===== config.mk =====
export PLATFORM = sky130hd
export DESIGN_NAME = axi_id_remap_chan
export DESIGN_NICKNAME = d
export VERILOG_FILES = /design/src/rtl/axi_id_remap_chan.sv
export SDC_FILE = /design/constraint.sdc
export NUM_CORES = 1
export LEC_CHECK = 0
export CORE_UTILIZATION = 43
export DETAILED_ROUTE_END_ITERATION = 8
export PLACE_DENSITY = 0.79
export SLEW_MARGIN = 25
export SYNTH_ARGS = -nofsm -noshare
export SYNTH_HDL_FRONTEND = slang
export SYNTH_SLANG_ARGS = --single-unit

===== constraint.sdc =====
create_clock -name clk -period 3.41 [get_ports clk]
set_input_delay 0.8525 -clock clk [delete_from_list [all_inputs] [get_ports clk]]
set_output_delay 0.8525 -clock clk [all_outputs]
set_load 0.01 [all_outputs]

===== src/rtl/axi_id_remap_chan.sv =====
// Allocating ID remapper for one AXI address/response channel pair.
// Master IDs are mapped onto a small table of slave ID slots; a master ID
// keeps its slot while it has transactions in flight, so same-ID ordering
// is preserved. Address path is a forward register slice; response path is
// combinational.
module axi_id_remap_chan #(
  parameter int MID_WIDTH        = 8,
  parameter int SID_WIDTH        = 2,
  parameter int ACTIVE_CNT_WIDTH = 4,
  parameter int PAYLOAD_WIDTH    = 64
) (
  input  logic                     clk,
  input  logic                     rstn,
  input  logic [MID_WIDTH-1:0]     m_a_id,
  input  logic [PAYLOAD_WIDTH-1:0] m_a_payload,
  input  logic                     m_a_valid,
  output logic                     m_a_ready,
  output logic [SID_WIDTH-1:0]     s_a_id,
  output logic [PAYLOAD_WIDTH-1:0] s_a_payload,
  output logic                     s_a_valid,
  input  logic                     s_a_ready,
  input  logic [SID_WIDTH-1:0]     s_rsp_id,
  input  logic                     s_rsp_last,
  input  logic                     s_rsp_valid,
  output logic                     s_rsp_ready,
  output logic [MID_WIDTH-1:0]     m_rsp_id,
  output logic                     m_rsp_valid,
  input  logic                     m_rsp_ready
);

  localparam int NUM_SLOTS = 2 ** SID_WIDTH;
  localparam logic [ACTIVE_CNT_WIDTH-1:0] CNT_MAX = '1;

  // Remapping only makes sense when the slave ID space is narrower.
  if (SID_WIDTH >= MID_WIDTH) begin : g_bad_width
    $fatal(1, "axi_id_remap_chan: SID_WIDTH must be smaller than MID_WIDTH");
  end

  logic [MID_WIDTH-1:0]        slot_mid [NUM_SLOTS];
  logic [ACTIVE_CNT_WIDTH-1:0] slot_cnt [NUM_SLOTS];

  logic                 hit;
  logic                 hit_full;
  logic                 free_found;
  logic [SID_WIDTH-1:0] hit_idx;
  logic [SID_WIDTH-1:0] free_idx;
  logic [SID_WIDTH-1:0] sel_idx;
  logic                 slot_ok;
  logic                 a_fire;
  logic                 rel_fire;
  logic [NUM_SLOTS-1:0] slot_inc;
  logic [NUM_SLOTS-1:0] slot_dec;

  // Slot lookup from registered table state: reuse a live slot for this ID,
  // otherwise take the lowest-index free slot.
  always_comb begin
    hit        = 1'b0;
    hit_idx    = '0;
    free_found = 1'b0;
    free_idx   = '0;
    for (int i = 0; i < NUM_SLOTS; i++) begin
      if (slot_cnt[i] != '0 && slot_mid[i] == m_a_id) begin
        hit     = 1'b1;
        hit_idx = SID_WIDTH'(i);
      end
      if (slot_cnt[i] == '0 && !free_found) begin
        free_found = 1'b1;
        free_idx   = SID_WIDTH'(i);
      end
    end
    hit_full = hit && (slot_cnt[hit_idx] == CNT_MAX);
    sel_idx  = hit ? hit_idx : free_idx;
    slot_ok  = hit ? !hit_full : free_found;
  end

  assign m_a_ready = rstn && slot_ok && (!s_a_valid || s_a_ready);
  assign a_fire    = m_a_valid && m_a_ready;
  assign rel_fire  = s_rsp_valid && s_rsp_ready && s_rsp_last;

  // Per-slot increment/decrement requests; a release on an idle slot is
  // dropped so the counter never wraps.
  always_comb begin
    slot_inc = '0;
    slot_dec = '0;
    for (int i = 0; i < NUM_SLOTS; i++) begin
      slot_inc[i] = a_fire && (sel_idx == SID_WIDTH'(i));
      slot_dec[i] = rel_fire && (s_rsp_id == SID_WIDTH'(i)) && (slot_cnt[i] != '0);
    end
  end

  // Slot table update: accept claims/extends a slot, last response beat
  // releases one outstanding transaction.
  always_ff @(posedge clk or negedge rstn) begin
    if (!rstn) begin
      for (int i = 0; i < NUM_SLOTS; i++) begin
        slot_mid[i] <= '0;
        slot_cnt[i] <= '0;
      end
    end else begin
      for (int i = 0; i < NUM_SLOTS; i++) begin
        if (slot_inc[i]) slot_mid[i] <= m_a_id;
        if (slot_inc[i] && !slot_dec[i])
          slot_cnt[i] <= slot_cnt[i] + ACTIVE_CNT_WIDTH'(1);
        else if (slot_dec[i] && !slot_inc[i])
          slot_cnt[i] <= slot_cnt[i] - ACTIVE_CNT_WIDTH'(1);
      end
    end
  end

  // Forward register slice on the address path; holds while stalled.
  always_ff @(posedge clk or negedge rstn) begin
    if (!rstn) begin
      s_a_valid   <= 1'b0;
      s_a_id      <= '0;
      s_a_payload <= '0;
    end else if (a_fire) begin
      s_a_valid   <= 1'b1;
      s_a_id      <= sel_idx;
      s_a_payload <= m_a_payload;
    end else if (s_a_ready) begin
      s_a_valid   <= 1'b0;
    end
  end

  assign m_rsp_id    = slot_mid[s_rsp_id];
  assign m_rsp_valid = s_rsp_valid;
  assign s_rsp_ready = m_rsp_ready;

`ifndef SYNTHESIS
  // A completing response must belong to a slot with something in flight.
  rel_on_idle_slot : assert property (@(posedge clk) disable iff (!rstn)
    rel_fire |-> (slot_cnt[s_rsp_id] != '0))
    else $error("axi_id_remap_chan: release on idle slot %0d", s_rsp_id);
`endif

endmodule


==> metrics.md, run 1 <==
| Metric | Value |
|---|---|
| Outcome | `complete, but fails checks` |
| Failing checks | `negative setup slack` |
| Critical path class | `in -> out` |
| Crit share post-route | `1.005` |
| CP peak stage delay | `0.33 ns` |
| GRT overflow | `0` |
| Slowest cell on crit path | `nor4_4` |
| Largest net degree at the start of global routing | `just over 80` |
| Avg Inst Size Synth | `10.31 µm²` |
| Clk sinks | `around 120` |
| Crit-path max FO | `6` |
| DIE AREA | `approximately 13000 µm²` |
| Via count | `4684` |
| Hold Vio Cnt, Final | `0` |
| Syn-to-layout area delta | `56.38%` |
| Post-Syn Area | `5559 µm²` |
| Max Cap Viol | `0` |
| Final nets | `841` |
| Worst slack, placed | `-0.8834 ns` |
| Hold_buf cts | `0` |
| Min-Delay Path Class | `reg -> reg` |
| Die height | `115.7 µm` |
| Initial core utilization | `0.4405` |
| Final setup viols | `2` |
| Syn Inst Count | `~540` |
| RePlAce Congestion | `0.8884` |
| # IOs | `159` |
| Fmax | `291.7 MHz` |
| Req. time, crit path | `between 2 and 3 ns` |
| Number of global-route vias before repair | `4727` |
| Root Buffer | `clkbuf_16` |
| Post-DR vias/cell | `5.047` |
| YS warnings | `0` |
| Clock buffer depth | `2` |
| Setup crit end kind | `output pin` |
| CTS tree | `yes` |
| Syn Nets | `between 600 and 700` |
| Period minus WS final | `3.428 ns` |
| Initial antenna violation count | `0` |
| First-pass GRT wire length | `~23000 µm` |
| Worst setup SP type | `input pin` |
| Post-DP HPWL | `10120 µm` |
| Crit path max-delay family | `simple AND/OR/NAND/NOR gates` |
| Flops & latches, synth | `115` |
| Clk pwr share | `0.225` |
| Post-DRT Antenna Nets | `0` |
| Total GRT Usage | `0.2247` |
| Routed len/inst | `approximately 17 µm` |
| TritonCTS buffer count | `17` |
| WL final | `15610 µm` |
| Crit path buf inv count | `3` |
| Port Buffer Count | `158` |
| Clk_lat worst skew | `0.41 ns` |
| # rows | `41` |
| H-tree depth | `4` |
| # DRC | `0` |
| PnR worst setup slack | `-0.01821 ns` |
| Seq pwr share | `0.323` |
| Setup TNS | `-0.01831 ns` |
| Antenna diode count | `0` |
| Sequential cell area fraction in the yosys report | `0.5177` |
| Pwr per Cell Area | `912.1 nW/µm²` |
| Max VDD drop | `0.4605 mV` |
| Horiz. Die Dim | `around 120 µm` |
| Pint | `5.115 mW` |
| DRT Pass-1 Iters | `4` |
| Max Slew Vio Count | `0` |
| Max-slew headroom | `0.5181` |
| Cell variety after synth | `43` |
| RSZ-0062 raised after global routing | `true` |
| First DRT Iteration DRCs | `212` |
| Sw Pwr | `2.814 mW` |
| CP cell instances | `buf_12 > xor2_4 > nor4_4 > buf_4 > nand2_2 > o22a_1 > o211ai_1 > mux2i_1 > and3_1 > buf_2` |
| CORE AREA | `12620 µm²` |
| CTS clock-pin slew for the worst setup and hold paths | `0.05 ns` |
| LEAKAGE | `4.005 nW` |
| Design area | `8693 µm²` |
| Clk_skew | `0.009525 ns` |
| Tightest Pin Transition | `approximately 0.72 ns` |
| Worst EP arrival | `2.58 ns` |
| Net Sw Frac | `0.3549` |
| Area of placed instances | `7642 µm²` |
| Logic pwr share | `0.452` |
| Share of layout cells above drive strength 1 | `0.2566` |
-- cells by family (layout without fill, tap and decap cells) --
family | count (synthesis) | after routing | share of synthesized area
flip-flops | 115 | 115 | 0.5177
AO/OA/AOI/OAI | 29 | 29 | 0.03466
buffers and inverters | 35 | 252 | 0.02926
multiplexers | 45 | 45 | 0.1071
AND/OR/NAND/NOR | 251 | 251 | 0.1942
adder cells (fa/ha/maj) | 16 | 16 | 0.04141
XOR/XNOR | 48 | 48 | 0.07562
-- path summary, 6_finish.rpt --
kind | to | slack, ns | depth (start not counted) | start
min in group asynchronous | slot_mid[6] | 0.53 | 2 | rstn
min reg2reg | s_a_payload[23] | 0.47 | 2 | s_a_payload[23]
max in group asynchronous | slot_cnt[4] | 1.79 | 3 | rstn
max reg2reg | slot_cnt[11] | 0.01 | 14 | slot_cnt[1]
max | m_a_ready | -0.02 | 10 | m_a_id[2]
min | s_a_payload[23] | 0.47 | 2 | s_a_payload[23]
-- final cells by class --
cell class | count | area (µm²)
clock buffer | 22 | 464.2
clock inverter | 9 | 130.1
fill | 899 | 3926
inverter | 7 | 28.78
multi-input combinational | 389 | 2925
sequential | 115 | 2880
tap | 172 | 215.2
timing repair buffer | 214 | 2049
-- per-layer routing --
metal  track usage  part of all wire  up-vias
met1        0.2645              0.40     2322
met2        0.3780              0.52      149
li1              -                 -     2174
met5             0                 0        -
met3       0.06381             0.050       39
met4        0.1120             0.029        0
-- state kept, by name, summed over array words and instances (netlist names) --
name,count
s_a_payload,64
slot_mid,32
s_a_id,2
slot_cnt,16
s_a_valid,1
-- worst min-delay path, stage by stage (launching register included) --
cell,delay (ns)
dfrtp_1,0.33
nand2_1,0.05
nand2_1,0.06
-- metrics by stage --
step	util	std cells	hold WS [ns]	power, mW
after floorplan	-	539	0.4558	4.211
after global placement	0.6056	884	0.4553	5.589
after detailed placement	0.6056	884	0.4614	5.772
after CTS	0.6577	922	0.4750	7.648
after global routing	0.6889	928	0.4946	8.397
final	0.6889	928	0.4704	7.929
-- placed cells by master (no fill, tap or decap), types with 3 or more instances in the layout --
master           count
nor2_1               7
ha_2                 3
a21oi_2              7
o21ai_0              6
inv_1                3
ha_4                 6
nor4_4               5
a21o_1               4
clkbuf_16           17
or4_4                3
nand2_1            204
mux2_2              28
buf_4               51
xnor2_1             12
ha_1                 3
buf_6                8
inv_2                3
clkbuf_1             3
bufinv_16            3
clkinv_2             3
dfrtp_1            113
xor2_1              24
nand3_2              4
nor4_2               3
clkdlybuf4s50_1    146
mux4_2               8
mux2_1               8
buf_12               3
xor2_2               8
buf_2                3
xor2_4               4
nand4_1              3
nand3_1              5
-- power by group through the flow --
stage | Combinational (mW) | Clock [mW] | Sequential, mW
floorplan | 1.60 | 0 | 2.62
global placement | 3.13 | 0 | 2.46
detailed placement | 3.26 | 0 | 2.51
CTS | 3.35 | 1.81 | 2.49
global route | 3.88 | 1.87 | 2.65
finish | 3.59 | 1.78 | 2.56
-- what timing repair did --
action,in CTS,in global routing
setup buffers,7,6
pin swaps,15,36
gates resized for setup,46,71
hold endpoints to repair,0,0
setup endpoints to repair,13,12
-- synth_stat cells --
| master | number | share of area |
|---|---|---|
| nor2_2 | 1 | 0.0011 |
| o41a_1 | 1 | 0.0020 |
| or4_1 | 1 | 0.0014 |
| o22a_1 | 1 | 0.0016 |
| a31o_2 | 1 | 0.0016 |
| mux2_1 | 8 | 0.016 |
| a21o_1 | 4 | 0.0054 |
| nor2_1 | 7 | 0.0047 |
| clkbuf_1 | 7 | 0.0047 |
| mux2_2 | 28 | 0.057 |
| xor2_1 | 36 | 0.057 |
| fa_1 | 4 | 0.014 |
| and3_1 | 4 | 0.0045 |
| nand3_2 | 1 | 0.0018 |
| a31oi_1 | 1 | 0.0011 |
| buf_2 | 16 | 0.014 |
| inv_1 | 7 | 0.0047 |
| nor2b_1 | 1 | 0.0011 |
| a21boi_1 | 1 | 0.0014 |
| o21ai_0 | 7 | 0.0063 |
| nand4_1 | 3 | 0.0034 |
| nor4_1 | 6 | 0.0068 |
| o211a_1 | 1 | 0.0018 |
| nor4_2 | 4 | 0.0090 |
| a41o_1 | 1 | 0.0018 |
| o211ai_1 | 1 | 0.0014 |
| nand2_1 | 206 | 0.14 |
| o221ai_1 | 1 | 0.0016 |
| ha_1 | 12 | 0.027 |
| a21oi_1 | 8 | 0.0072 |
| buf_4 | 3 | 0.0041 |
| mux4_2 | 8 | 0.032 |
| and4_1 | 2 | 0.0032 |
| a31o_1 | 1 | 0.0016 |
| buf_1 | 2 | 0.0014 |
| dfrtp_1 | 115 | 0.52 |
| or4_4 | 2 | 0.0041 |
| nand3_1 | 9 | 0.0081 |
| nor3b_2 | 1 | 0.0023 |
| mux2i_1 | 1 | 0.0018 |
| nand2b_1 | 2 | 0.0023 |
| xnor2_1 | 12 | 0.019 |
| and2_4 | 1 | 0.0016 |
No activity file was read; power rests on OpenSTA's default activity.
==> run 2: changes to the inputs <==
--- a/config.mk
+++ b/config.mk
@@ -8,6 +8,7 @@
 export CORE_UTILIZATION = 43
 export DETAILED_ROUTE_END_ITERATION = 8
 export PLACE_DENSITY = 0.79
+export SKIP_CTS_REPAIR_TIMING = 1
 export SLEW_MARGIN = 25
 export SYNTH_ARGS = -nofsm -noshare
 export SYNTH_HDL_FRONTEND = slang
==> metrics.md, run 2 (synthesis results as in run 1) <==
| Metric | Value |
|---|---|
| WHS Endpoint | `s_a_payload[23]` |
| Root Buffer | `clkbuf_16` |
| Setup crit end kind | `flop` |
| GRT overflow | `0` |
| Final setup viols | `3` |
| Max Slew Vio Count | `0` |
| Hold Vio Cnt, Final | `0` |
| Outcome | `complete, but fails checks` |
| Reg-to-Reg Start | `slot_cnt[1]` |
| Leading registers by flop count | `s_a_payload: 64 flops, slot_mid: 32 flops, slot_cnt: 16 flops` |
| RSZ-0062 raised after global routing | `true` |
| H-tree depth | `4` |
| Commonest non-fill, non-tap cell in the layout | `nand2_1` |
| Largest register FFs | `64` |
| # rows | `41` |
| HP Start | `s_a_payload[23]` |
| Fin cells | `925` |
| Fillers | `roughly 900` |
| Hold depth | `2` |
| Via count | `4658` |
| Clk sinks | `~120` |
| Crit-path max FO | `4` |
| RePlAce Congestion | `0.8884` |
| CTS clock-pin slew for the worst setup and hold paths | `~0.050 ns` |
| Min-Delay Path Class | `reg -> reg` |
| Req. time, crit path | `3.71 ns` |
| Initial antenna violation count | `0` |
| CORE AREA | `12620 µm²` |
| Post-DRT Antenna Nets | `0` |
| Most flops, register | `s_a_payload` |
| DIE AREA | `between 10000 and 15000 µm²` |
| Worst setup SP type | `input pin` |
| Crit path buf inv count | `4` |
| Failing checks | `negative setup slack` |
| M1 WL | `a little under 6000 µm` |
| Worst slack, placed | `-0.8834 ns` |
| Number of instances in the placed design | `884` |
| Fmax | `285.9 MHz` |
| DRT Pass-1 Iters | `4` |
| Share of layout cells above drive strength 1 | `0.2417` |
| # DRC | `0` |
| PnR worst setup slack | `-0.08772 ns` |
| Slowest cell on crit path | `a41o_4` |
| Largest net degree at the start of global routing | `around 80` |
| CTS tree | `yes` |
| Clock buffer depth | `2` |
| Port Buffer Count | `158` |
| Worst EP arrival | `3.79 ns` |
| LEAKAGE | `3.958 nW` |
| Horiz. Die Dim | `115.7 µm` |
| Crit path max-delay family | `compound AO/OA/AOI/OAI gates` |
| Max-slew headroom | `0.4612` |
| Syn-to-layout area delta | `53.30%` |
| WL met2 | `7669 µm` |
| First DRT Iteration DRCs | `241` |
| # IOs | `159` |
| Max VDD drop | `around 0.42 mV` |
| Reg-to-reg slack, setup | `0 ns` |
| Post-DP HPWL | `10120 µm` |
| Initial core utilization | `0.4405` |
| CP peak stage delay | `around 0.35 ns` |
| Total GRT Usage | `0.2188` |
| Period minus WS final | `3.498 ns` |
| TritonCTS buffer count | `17` |
| First-pass GRT wire length | `22170 µm` |
| Tightest Pin Transition | `0.8009 ns` |
| Number of global-route vias before repair | `4613` |
| Routed len/inst | `15.83 µm` |
| Max Cap Viol | `0` |
| Fin util | `0.6753` |
| Post-DR vias/cell | `5.036` |
| Clk_skew | `roughly 0.0096 ns` |
| Clk_lat worst skew | `just over 0.4 ns` |
| Worst r2r dst | `slot_cnt[11]` |
| Pwr per Cell Area | `910.0 nW/µm²` |
| Setup crit start | `m_a_id[6]` |
| Cells on worst reg2reg path | `14` |
| Crit share post-route | `1.026` |
| Most used cell along the critical path | `ha_4` |
| Die height | `115.7 µm` |
| CP cell instances | `buf_8 > buf_6 > xor2_2 > nor4_2 > buf_4 > a21oi_4 > a41o_4 > a31o_4 > nor3b_4 > ha_4 > inv_4 > ha_4 > a21o_1 > a21oi_2 > xnor2_1 > nor2_1 > xor2_1` |
| Critical path class | `in -> reg` |
| Most frequent cells in the layout | `nand2_1 (206), clkdlybuf4s50_1 (146), dfrtp_1 (115)` |
| WL met3 | `roughly 790 µm` |
| Final nets | `around 840` |
| WL final | `between 10000 and 15000 µm` |
| DR top layer | `met4` |
| Antenna diode count | `0` |
-- run 2: cell count changes in the layout (fill, tap and decap cells not counted), moves of 3 or more --
| cell | change |
|---|---|
| xor2_4 | -4 |
| clkbuf_2 | +3 |
| xor2_1 | +5 |
| buf_6 | -6 |
-- run 2: cell type report --
type,instances,area [µm²],area share
multi-input combinational,389,2836,0.3328
timing repair buffer,211,1969,0.2311
clock buffer,22,464.2,0.05447
inverter,7,28.78,0.003377
sequential,115,2878,0.3377
clock inverter,9,130.1,0.01527
tap,172,215.2,0.02525
-- run 2: worst max path at each step --
stage	cells after the start	to
2_1_floorplan	15	slot_cnt[3]
3_3_place_gp	10	m_a_ready
3_5_place_dp	15	slot_cnt[11]
4_1_cts	8	m_a_ready
5_1_grt	17	slot_cnt[11]
6_report	17	slot_cnt[11]
-- run 2: metrics by stage --
| stage | power [mW] | instance area [µm²] | TNS (ns) | hold slack [ns] |
|---|---|---|---|---|
| final | 7.755 | 8522 | -0.1827 | 0.4705 |
| after global routing | 8.254 | 8522 | -0.7015 | 0.4946 |
| after global placement | 5.589 | 7642 | -24.42 | 0.4553 |
| after CTS | 7.593 | 8237 | -4.518 | 0.4750 |
| after floorplan | 4.211 | 5673 | -1.459 | 0.4558 |
| after detailed placement | 5.772 | 7642 | -33.13 | 0.4614 |
-- run 2: routing by layer --
metal,vias to the layer above,track usage
met2,145,0.3665
met3,28,0.06224
met5,-,0
li1,2179,-
met4,0,0.1043
met1,2306,0.2607
-- run 2: worst reg2reg max path: stages (launching register included) --
cell	delay, ns
dfrtp_1	0.46
or4_4	0.60
and2_4	0.19
a21boi_1	0.15
a41o_4	0.31
a31o_4	0.23
nor3b_4	0.27
ha_4	0.20
inv_4	0.04
ha_4	0.20
a21o_1	0.18
a21oi_2	0.14
xnor2_1	0.13
nor2_1	0.07
xor2_1	0.13
-- run 2: where the power goes --
part	internal (mW)	switching, mW
registers	2.02	0.510
clock network	1.18	0.593
logic	1.87	1.59
total	5.06	2.69
